### src/rtl/rr_arb_oh_pkg.sv
// Shared definitions for the round-robin arbiter: lock state and one-hot encoding helper.
package rr_arb_oh_pkg;

  localparam int unsigned MaxWidth    = 64;
  localparam int unsigned MaxIdxWidth = 6;

  typedef enum logic {
    Unlocked = 1'b0,
    Locked   = 1'b1
  } lock_e;

  // Binary index of a one-hot (or zero) vector; zero input yields 0.
  function automatic logic [MaxIdxWidth-1:0] oh_to_idx(input logic [MaxWidth-1:0] oh);
    logic [MaxIdxWidth-1:0] idx;
    idx = '0;
    for (int i = 0; i < MaxWidth; i++) begin
      if (oh[i]) idx = idx | MaxIdxWidth'(i);
    end
    return idx;
  endfunction

endpackage

### src/rtl/rr_arb_oh_mux.sv
// One-hot select mux; output is zero when the select is zero.
module rr_arb_oh_mux #(
  parameter int unsigned InputWidth = 8,
  parameter int unsigned DataWidth  = 8
) (
  input  logic [InputWidth-1:0][DataWidth-1:0] data_i,
  input  logic [InputWidth-1:0]                sel_i,
  output logic [DataWidth-1:0]                 data_o
);

  always_comb begin
    data_o = '0;
    for (int i = 0; i < InputWidth; i++) begin
      data_o = data_o | (data_i[i] & {DataWidth{sel_i[i]}});
    end
  end

endmodule

### src/rtl/rr_arb_oh.sv
// Round-robin valid/ready arbiter with grant lock during consumer stall.
module rr_arb_oh
  import rr_arb_oh_pkg::*;
#(
  parameter int unsigned InputWidth = 8,
  parameter int unsigned DataWidth  = 8,
  localparam int unsigned IdxWidth  = $clog2(InputWidth)
) (
  input  logic                                 clk,
  input  logic                                 rst_n,
  input  logic [InputWidth-1:0]                req_valid_i,
  input  logic [InputWidth-1:0][DataWidth-1:0] req_data_i,
  output logic [InputWidth-1:0]                req_ready_o,
  output logic                                 out_valid_o,
  output logic [DataWidth-1:0]                 out_data_o,
  input  logic                                 out_ready_i,
  output logic [InputWidth-1:0]                gnt_oh_o,
  output logic [IdxWidth-1:0]                  gnt_idx_o
);

  lock_e                 lock_q;
  logic [InputWidth-1:0] prio_q;
  logic [InputWidth-1:0] lock_gnt_q;

  logic [InputWidth-1:0] masked_req;
  logic [InputWidth-1:0] arb_gnt;
  logic [InputWidth-1:0] gnt;
  logic                  handshake;

  // Lowest set bit at or above the pointer, else lowest set bit overall.
  always_comb begin
    masked_req = req_valid_i & ~(prio_q - InputWidth'(1));
    if (|masked_req) begin
      arb_gnt = masked_req & (~masked_req + InputWidth'(1));
    end else begin
      arb_gnt = req_valid_i & (~req_valid_i + InputWidth'(1));
    end
  end

  assign gnt         = (lock_q == Locked) ? lock_gnt_q : arb_gnt;
  assign out_valid_o = |(gnt & req_valid_i);
  assign handshake   = out_valid_o & out_ready_i;
  assign req_ready_o = gnt & {InputWidth{out_ready_i}};
  assign gnt_oh_o    = gnt;
  assign gnt_idx_o   = IdxWidth'(oh_to_idx(MaxWidth'(gnt)));

  rr_arb_oh_mux #(
    .InputWidth (InputWidth),
    .DataWidth  (DataWidth)
  ) u_mux (
    .data_i (req_data_i),
    .sel_i  (gnt),
    .data_o (out_data_o)
  );

  // Lock FSM and priority pointer; pointer moves to the slot after each winner.
  always_ff @(posedge clk or negedge rst_n) begin
    if (!rst_n) begin
      lock_q     <= Unlocked;
      prio_q     <= InputWidth'(1);
      lock_gnt_q <= '0;
    end else begin
      if (handshake) prio_q <= {gnt[InputWidth-2:0], gnt[InputWidth-1]};
      case (lock_q)
        Unlocked: begin
          if (out_valid_o && !out_ready_i) begin
            lock_q     <= Locked;
            lock_gnt_q <= gnt;
          end
        end
        Locked: begin
          if (handshake) lock_q <= Unlocked;
        end
        default: lock_q <= Unlocked;
      endcase
    end
  end

`ifndef SYNTHESIS
  a_gnt_onehot0: assert property (@(posedge clk) disable iff (!rst_n) $onehot0(gnt_oh_o));
  a_prio_onehot: assert property (@(posedge clk) disable iff (!rst_n) $onehot(prio_q));
  a_gnt_stable:  assert property (@(posedge clk) disable iff (!rst_n)
                                  (out_valid_o && !out_ready_i) |=> $stable(gnt_oh_o));
`endif

endmodule

### config.mk
export PLATFORM = sky130hd
export DESIGN_NAME = rr_arb_oh
export DESIGN_NICKNAME = d
export VERILOG_FILES = /design/src/rtl/rr_arb_oh_pkg.sv /design/src/rtl/rr_arb_oh_mux.sv /design/src/rtl/rr_arb_oh.sv
export SDC_FILE = /design/constraint.sdc
export NUM_CORES = 1
export LEC_CHECK = 0
export CORE_MARGIN = 2
export CORE_UTILIZATION = 37
export CTS_BUF_LIST = sky130_fd_sc_hd__clkbuf_4
export DETAILED_ROUTE_END_ITERATION = 8
export GPL_TIMING_DRIVEN = 0
export PLACE_DENSITY = 0.79
export SLEW_MARGIN = 20
export SYNTH_ARGS = -nofsm -noshare
export SYNTH_HDL_FRONTEND = slang
export SYNTH_SLANG_ARGS = --single-unit
### constraint.sdc
create_clock -name clk -period 3.67 [get_ports clk]
set_clock_uncertainty 0.2 [all_clocks]
set_input_delay 0.734 -clock clk [delete_from_list [all_inputs] [get_ports clk]]
set_output_delay 0.734 -clock clk [all_outputs]
set_load 0.02 [all_outputs]
* Word level (Yosys, flattened, before mapping) *
Cells that the tools add are included.

storage, ports and cells
  register bits after elaboration = 17
  latch bits = 0
  RAM bits = 0
  ROM bits = 0
  input port bits = 75
  output and inout port bits = 28
  word-level logic and storage cells = 48
  memories kept = 0

cells by class
  $add $sub $neg = 3
  multipliers = 0
  div/mod/pow operators = 0
  $lt $le $gt $ge = 0
  eq/ne operators = 0
  shifts and indexed selects = 0
  mux-type cells = 12
  bitwise gates (word level) = 25
  reduce and logical (&&, ||, !) cells = 5

operator list
  kind                                               number
  bitwise AND 8 bit                                  13
  bitwise OR 8 bit                                   7
  inverter 8 bit                                     3
  adder 8 x 1 -> 8 bit (second input constant)       2
  two-way mux 8 bit                                  2
  OR reduction 8 bit                                 2
  two-way mux 3 bit                                  4
  subtractor 8 x 1 -> 8 bit (second input constant)  1
  two-way mux 2 bit                                  2
  two-way mux 1 bit                                  3
  case mux 1 bit (2 select lines)                    1
  AND reduction 2 bit                                1
  bitwise AND 1 bit                                  1
  logical AND 1 bit                                  1
  zero test 1 bit                                    1
  inverter 1 bit                                     1

* Longest topological paths before layout *
Gate-level depths: netlist of the first run.

  depth after elaboration = 16
  mapped depth = 13
  gate-level depth less buffers = 10

* Modules after synthesis *
From an unflattened synthesis of the first run, not the netlist that was laid out.

unflattened totals
  cell total of the unflattened synthesis = 199
  area total of the unflattened synthesis = 1,699.1 um^2

by module, submodules not included
  module         times used  cells an instance  area an instance (um^2)  sequential area each (um^2)
  rr_arb_oh      1           151                1,378.8                  426.7
  rr_arb_oh_mux  1           48                 320.3                    0.0

* Worst setup path before layout of the first run *
OpenSTA, ideal clock, no wires.

  kind = input to output
  start = input port req_valid_i[0]
  end = output port out_data_o[1]
  data arrival time = 2,964 ps
  data required time = 2,736 ps
  path slack = -228 ps
  stages on the path = 9
  buffers on the path = 2
  path through = buf_2 nor4_1 nor3b_1 or4b_1 and2_1 o31ai_1 buf_2 a221oi_1 nand2_1

on the way
  elaborated cells between the ends (all ways) = 25
  those cells by class = add/sub (2); mux (2); bitwise (20); reduce/logical (1)

RTL lines
  element                            line                 text
  start: declaration                 rr_arb_oh.sv:11      input logic [InputWidth-1:0] req_valid_i,
  bitwise AND 8 bit                  rr_arb_oh.sv:32      masked_req = req_valid_i & ~(prio_q - InputWidth'(1));
  inverter 8 bit                     rr_arb_oh.sv:34      arb_gnt = masked_req & (~masked_req + InputWidth'(1));
  adder 8 x 1 -> 8 bit               rr_arb_oh.sv:34
  bitwise AND 8 bit                  rr_arb_oh.sv:34
  two-way mux 8 bit (*)              rr_arb_oh.sv:33      if (|masked_req) begin
  two-way mux 8 bit (*)              rr_arb_oh.sv:40      assign gnt = (lock_q == Locked) ? lock_gnt_q : arb_gnt;
  via gnt_oh_o[6]                    rr_arb_oh.sv:17      output logic [InputWidth-1:0] gnt_oh_o,
  bitwise AND 8 bit (*)              rr_arb_oh_mux.sv:14  data_o = data_o | (data_i[i] & {DataWidth{sel_i[i]}});
  bitwise OR 8 bit (*) (2 in a row)  rr_arb_oh_mux.sv:14
  end: declaration                   rr_arb_oh.sv:15      output logic [DataWidth-1:0] out_data_o,

The timed path passes the listed nets; every way through them passes the cells marked *.

* Worst setup path in the final report of the first run *
  start = register prio_q[2]
  end = output port out_data_o[2]

on the way
  longest elaborated chain between the ends = 15
  elaborated cells between the ends (all ways) = 24
  those cells by class = add/sub (2); mux (2); bitwise (19); reduce/logical (1)

ends and longest elaborated chain
  element                        line                 text
  start: declaration             rr_arb_oh.sv:22      logic [InputWidth-1:0] prio_q;
  start signal: assignment       rr_arb_oh.sv:60      prio_q <= InputWidth'(1);
  start signal: assignment       rr_arb_oh.sv:63      if (handshake) prio_q <= {gnt[InputWidth-2:0], gnt[InputWidth-1]};
  subtractor 8 x 1 -> 8 bit (*)  rr_arb_oh.sv:32
  inverter 8 bit (*)             rr_arb_oh.sv:32
  bitwise AND 8 bit (*)          rr_arb_oh.sv:32
  inverter 8 bit                 rr_arb_oh.sv:34
  adder 8 x 1 -> 8 bit           rr_arb_oh.sv:34
  bitwise AND 8 bit              rr_arb_oh.sv:34
  two-way mux 8 bit (*)          rr_arb_oh.sv:33
  two-way mux 8 bit (*)          rr_arb_oh.sv:40
  bitwise AND 8 bit              rr_arb_oh_mux.sv:14
  bitwise OR 8 bit (5 in a row)  rr_arb_oh_mux.sv:14
  bitwise OR 8 bit (*)           rr_arb_oh_mux.sv:14

Every way passes the cells marked *; elsewhere a longest branch is shown, timed or not.

==> run summary, run 1 <==
Drt
* 21.0 um — WL per Instance
* 6.18 — via-per-instance ratio
* 0 — post-route antenna net violation count
* 5 — 1st-pass router iterations
* 0 — number of design rule violations left after detail routing
* 2987 — via count
* 323 — number of violations reported at the end of detailed-routing iteration 0
* 10200 um — wire length reported by the detailed router

CTS
* 2 — Clock Tree Buf Depth
* 17 — clk sink count
* 3 — number of CTS-inserted buffers
* 0.12 ns — clock transition time at the flip-flop clock pins of the worst setup and hold paths
* yes — clock tree from TritonCTS
* 0.31 ns — worst-skew pair later-pin latency
* 1 — H-tree depth reported by CTS
* clkbuf_4 — CTS root buf

Die
* 5880 sq um — die outline area
* 26 — Std-Cell Rows
* 76.7 um — width of the die
* 103 — I/O pin count
* 5110 sq um — Floorplan Core Area
* 0.383 — Initial Utilization
* 76.7 um — height of the die

Worst setup path
* 2.74 ns — required time of the critical path
* nor4_4 — cell type with the highest occurrence count on the critical path
* 5 — highest fanout seen on the critical path
* 0.46 ns — worst stage delay on the critical path
* lock_gnt_q[0] — reg-to-reg endpoint
* 3.18 ns — Crit path arrival time
* 3 — count of buffering cells on the critical path with inverters included
* dfrtp_2 — library cell contributing the largest single delay on the critical path
* 13 — FF-to-FF path depth
* nor4_4, and3_1, o21a_1, nor4_4, buf_4, a32oi_2, o21ai_2, clkbuf_8, a222oi_1, nand2_1, buf_6 — cell-by-cell trace of the critical path
* compound AO/OA/AOI/OAI gates — CP top delay family
* reg -> out — classification of the worst setup path
* prio_q[3] — Reg-to-Reg Start
* flop — kind of start point of the critical path
* primary output — critical path endpoint category
* 0.11 ns — Register-to-Register Setup Slack

Flow run
* 0 — Max Cap Violations

Run status
* setup timing — violations in the final reports
* complete, but fails checks — status

STA
* 0.324 — Max-slew headroom
* 0 — final max-slew violation count
* 1.12 — Tcrit/Tclk final
* 243 MHz — Peak Freq
* 1.01 ns — actual transition at the worst max-transition pin
* true — unrepaired setup endpoints after global routing
* 4.11 ns — final critical delay including setup and external delays
* 0 — count of final hold-check violations
* 27 — final count of negative-setup-slack endpoints
* -0.444 ns — post-layout worst setup margin
* -7.05 ns — setup TNS after final layout

Synthesis
* 330 — Net Count, Synth
* 0 — yosys synthesis warning count
* 254 — Post-Synthesis Cells
* 7.70 sq um — synthesized area divided by synthesized cell count
* 0.218 — sequential area share after synthesis
* 0 — number of synthesized flops with an enable pin
* 17 — Seq cells post-synth
* 1.00 — share of async-settable or async-resettable flops after synthesis
* dfrtp_1 — Most used DFF post-synth
* 1960 sq um — netlist area before placement
* 58 — distinct cell type count of the synthesized netlist

Global route
* 0 — global route total overflow
* 2927 — vias in the first global route
* 0.317 — overall global routing resource usage
* 18 — maximum number of pins on one net before global-route repair
* 0 — initial antenna violation count
* 14900 um — global-route wire length before repair

Worst hold path
* lock_gnt_q[5] — Min-Delay Startpoint
* lock_gnt_q[5] — WHS Endpoint
* 1 — number of cells traversed by the worst hold path
* reg -> reg — path type of the worst min-delay path

Final layout
* 1770 sq um — area used by multi-input combinational logic
* 337 — fill count
* 0 — ANT cells
* 428 sq um — Register Area
* 0.414 — share of layout cells above drive strength 1
* 104% — area overhead of the layout relative to synthesis
* 490 — total number of nets in the final design

Place
* 101 — count of input and output buffers
* -1.42 ns — worst setup slack after placement
* 0.958 — RePlAce Congestion
* 6130 um — detailed placer's ending HPWL

Power and ir drop
* 0.00386 W — post-route total power
* 1.71 nW — leakage component of the power
* 0.541 mV — maximum vdd drop
* 967 nW/um^2 — power per unit of standard cell area

[kinds of logic (layout without fill, tap and decap cells)]
kind of cell	count (synthesis)	in the layout	synth area share
adders and majority gates	1	1	0.00640
AOI/OAI and AO/OA	80	81	0.317
muxes	9	9	0.0563
xor gates and xnor gates	1	1	0.00448
DFF	17	17	0.218
buffers and inverters	36	194	0.0851
and+or+nand+nor	110	110	0.313
[power by group]
| part | internal, W | switching [W] |
|---|---|---|
| logic | 0.00168 | 0.00171 |
| registers | 0.000264 | 0.0000950 |
| clock network | 0.0000407 | 0.0000671 |
| total | 0.00199 | 0.00187 |
[sequential cells by signal, summed over array words and instances (netlist names), named ones only]
signal	count
prio_q	8
lock_gnt_q	8
[area by class of cell]
class / instances / area share
Inverter: 19 / 0.0179
Tap cell: 70 / 0.0220
Clock buffer: 3 / 0.00565
Buffer: 15 / 0.0361
Timing Repair Buffer: 156 / 0.367
Sequential cell: 17 / 0.107
Clock inverter: 1 / 0.00125
Multi-Input combinational cell: 202 / 0.443
[worst max-delay path by stage]
stage | slack, ns | end | depth (start not counted) | startpoint
floorplan | 0.009 | gnt_idx_o[0] | 9 | req_valid_i[1]
global placement | -1.40 | out_data_o[0] | 13 | req_valid_i[1]
detailed placement | -1.42 | out_data_o[0] | 13 | req_valid_i[1]
CTS | -0.32 | out_data_o[7] | 11 | prio_q[1]
global route | -0.61 | out_data_o[2] | 11 | prio_q[2]
finish | -0.44 | out_data_o[2] | 11 | prio_q[2]
[per-stage QoR]
step           instance area [sq um]  cells  hold slack [ns]   util
6_report                        3990    483            0.358  0.781
5_1_grt                         3990    483            0.374  0.781
4_1_cts                         3730    470            0.343  0.730
3_5_place_dp                    3090    425            0.313  0.605
3_3_place_gp                    3090    425            0.279  0.605
2_1_floorplan                   1990    254            0.238      -
[synthesized netlist by cell type (3+ instances only)]
library cell   n  share of area
buf_2          7          0.018
buf_6          3          0.017
dfrtp_1       16           0.20
nand2_1       29          0.056
a21oi_1        8          0.020
nand3_1       15          0.038
inv_1         19          0.036
or4_1          3          0.012
a222oi_1       8          0.041
o31ai_1        3          0.012
o21ai_0        6          0.015
nor2b_1       10          0.032
a31oi_1       12          0.038
a22o_1         4          0.018
clkbuf_1       7          0.013
nor2_1         7          0.013
a221oi_1       8          0.036
or3_1          3         0.0096
nor3_1         4          0.010
o2111ai_1      8          0.036
mux2_1         4          0.023
and2_1        17          0.054
a22oi_1        3          0.012
nand2b_1       5          0.016
nor3b_1        3          0.012
mux2_4         3          0.023
[cell usage in the layout, fill, tap and decap left out, types with 5 or more instances in the layout]
| cell type | instances |
|---|---|
| a21oi_1 | 6 |
| a221oi_2 | 5 |
| a222oi_1 | 8 |
| a31oi_1 | 11 |
| and2_1 | 10 |
| and2_4 | 7 |
| buf_2 | 5 |
| buf_4 | 44 |
| buf_6 | 40 |
| clkdlybuf4s50_1 | 67 |
| dfrtp_1 | 15 |
| inv_1 | 17 |
| nand2_1 | 27 |
| nand2b_1 | 5 |
| nand3_1 | 11 |
| nor2_1 | 6 |
| nor2b_1 | 9 |
| o2111ai_2 | 8 |
[timing repair]
item / CTS / global route
setup buffers: 36 / 14
hold buffers: 0 / 0
pin swaps: 38 / 22
cloned: 6 / 0
gates resized for setup: 230 / 42
endpoints found under the setup margin: 31 / 28
[per-layer routing]
layer | track usage | part of all wire | vias to the layer above
li1 | - | - | 1303
met1 | 0.382 | 0.37 | 1417
met2 | 0.548 | 0.50 | 206
met3 | 0.0612 | 0.085 | 61
met4 | 0.133 | 0.052 | 0
met5 | 0 | 0 | -
Note: power is estimated with default switching activity, not from simulation.
==> inputs of run 2 (changes only) <==
--- a/config.mk
+++ b/config.mk
@@ -11,6 +11,7 @@
 export DETAILED_ROUTE_END_ITERATION = 8
 export GPL_TIMING_DRIVEN = 0
 export PLACE_DENSITY = 0.79
+export SETUP_SLACK_MARGIN = 0.5
 export SLEW_MARGIN = 20
 export SYNTH_ARGS = -nofsm -noshare
 export SYNTH_HDL_FRONTEND = slang
==> run summary, run 2 (same netlist as run 1, synthesis figures left out) <==
Run status
* complete, but fails checks — status
* setup timing — violations in the final reports

STA
* 4.08 ns — final critical delay including setup and external delays, -0.0316 ns
* 1.11 — Tcrit/Tclk final, -0.00860
* 1.13 ns — actual transition at the worst max-transition pin, +0.125 ns
* 28 — final count of negative-setup-slack endpoints, +3.7%
* 0.240 — Max-slew headroom, -0.0839
* 0 — final max-slew violation count, unchanged
* 245 MHz — Peak Freq, +0.77%
* -0.412 ns — post-layout worst setup margin, +0.0316 ns
* true — unrepaired setup endpoints after global routing
* 0 — count of final hold-check violations, unchanged

Worst hold path
* reg -> reg — path type of the worst min-delay path

Final layout
* 494 — non-filler cells in the finished layout, +2.3%
* clkdlybuf4s50_1 — commonest non-fill, non-tap cell in the layout
* clkdlybuf4s50_1, buf_6, buf_4, nand2_1, inv_1 — commonest cells after routing, fill and taps aside
* 501 — total number of nets in the final design, +2.2%
* 429 sq um — Register Area, +0.29%
* lock_gnt_q (8), prio_q (8) — leading registers by flop count
* 0 — ANT cells, unchanged
* 1780 sq um — area used by multi-input combinational logic, +0.49%
* 4220 sq um — final non-filler cell area, +5.9%
* 116% — area overhead of the layout relative to synthesis
* 0.460 — share of layout cells above drive strength 1, +0.0459
* 322 — fill count, -4.5%

Place
* 425 — cell total after placement, unchanged
* 101 — count of input and output buffers, unchanged
* 3310 sq um — placed standard-cell area, +7.1%
* 6530 um — detailed placer's ending HPWL, +6.6%
* 0.954 — RePlAce Congestion, -0.48%

Worst setup path
* simple AND/OR/NAND/NOR gates — CP top delay family
* dfstp_2 — library cell contributing the largest single delay on the critical path
* 4 — highest fanout seen on the critical path, -1
* reg -> out — classification of the worst setup path
* 0.54 ns — worst stage delay on the critical path, +0.08 ns
* 5 — count of buffering cells on the critical path with inverters included, +2
* 3.15 ns — Crit path arrival time, -0.03 ns
* buf_6, inv_4, ha_4, nor3b_4, mux2i_2, nand3b_1, buf_4, or2_4, nor4_4, a21o_1, buf_4, or4_4, buf_6 — cell-by-cell trace of the critical path
* primary output — critical path endpoint category
* 2.74 ns — required time of the critical path, about the same
* flop — kind of start point of the critical path

Die
* 76.7 um — width of the die, unchanged
* 0.383 — Initial Utilization, unchanged
* 5110 sq um — Floorplan Core Area, unchanged
* 103 — I/O pin count, unchanged
* 5880 sq um — die outline area, unchanged
* 76.7 um — height of the die, unchanged
* 26 — Std-Cell Rows, unchanged

Global route
* 0.299 — overall global routing resource usage, -0.0174
* 14000 um — global-route wire length before repair, -6.2%
* 0 — initial antenna violation count, unchanged
* 0 — global route total overflow, unchanged
* 2666 — vias in the first global route, -8.9%
* 18 — maximum number of pins on one net before global-route repair, unchanged

Power and ir drop
* 0.633 mV — maximum vdd drop, +17%
* 1.83 nW — leakage component of the power, +6.6%
* 0.00425 W — post-route total power, +10%
* 1010 nW/um^2 — power per unit of standard cell area, +3.9%

Drt
* 2916 — via count, -2.4%
* 225 — number of violations reported at the end of detailed-routing iteration 0, -30%
* 0 — number of design rule violations left after detail routing, unchanged
* 20.0 um — WL per Instance, -4.7%
* 9890 um — wire length reported by the detailed router, -2.6%
* 0 — post-route antenna net violation count, unchanged
* 5.90 — via-per-instance ratio, -4.6%
* 5 — 1st-pass router iterations, unchanged

CTS
* yes — clock tree from TritonCTS
* 2 — Clock Tree Buf Depth, unchanged
* 3 — number of CTS-inserted buffers, unchanged
* clkbuf_4 — CTS root buf
* 1 — H-tree depth reported by CTS, unchanged
* 17 — clk sink count, unchanged
* 0.31 ns — worst-skew pair later-pin latency, about the same
* 0.12 ns — clock transition time at the flip-flop clock pins of the worst setup and hold paths, about the same

Flow run
* 0 — Max Cap Violations, unchanged

[run 2: cell count changes in the layout (fill, tap and decap cells not counted), sizes merged]
cell,change
buf,+15
o221a,-1
dlygate4sd2,-1
clkinv,-1
clkdlybuf4s15,-1
[run 2: layout make-up]
type / count / share of cell area
buffer: 17 / 0.0456
clock buffer: 4 / 0.00711
inverter: 19 / 0.0187
multi-input combinational: 201 / 0.421
sequential: 17 / 0.102
tap: 70 / 0.0207
timing repair buffer: 166 / 0.386
[run 2: stage by stage]
step,hold slack [ns],worst slack [ns],setup TNS [ns],util
detailed placement,0.326,-1.20,-29.75,0.648
CTS,0.365,-0.366,-5.76,0.767
global placement,0.285,-1.18,-29.50,0.648
finish,0.366,-0.412,-7.43,0.827
global route,0.393,-0.564,-11.01,0.827
floorplan,0.238,0.221,0,-
[run 2: path summary, 6_finish.rpt]
kind                               start             to  slack [ns]  cells past startpoint
max                            prio_q[0]   gnt_idx_o[0]       -0.41                     13
min                        lock_gnt_q[5]  lock_gnt_q[5]        0.37                      1
max reg2reg                    prio_q[0]  lock_gnt_q[0]        0.10                     19
min reg2reg                lock_gnt_q[5]  lock_gnt_q[5]        0.37                      1
max in group asynchronous          rst_n      prio_q[2]        1.94                      1
min in group asynchronous          rst_n      prio_q[5]        0.71                      1
[run 2: metal layers]
layer | GRT usage | wire, um
met5 | 0 | 0
met2 | 0.507 | 5020
met3 | 0.0412 | 567
met4 | 0.0600 | 236
met1 | 0.407 | 4070
[run 2: timing repair]
item,in CTS,in global routing
buffers inserted,38,21
pin swaps,29,13
setup endpoints to repair,43,43
hold buffers,0,0
gates cloned,4,2
resized for setup,226,47
[run 2: where the power goes]
group          total [W]  leakage (nW)  internal [W]  switching [W]
sequential      0.000354         0.214      0.000265      0.0000888
combinational    0.00377          1.59       0.00199        0.00178
clock           0.000119        0.0184     0.0000499      0.0000687
total            0.00425          1.83       0.00231        0.00194
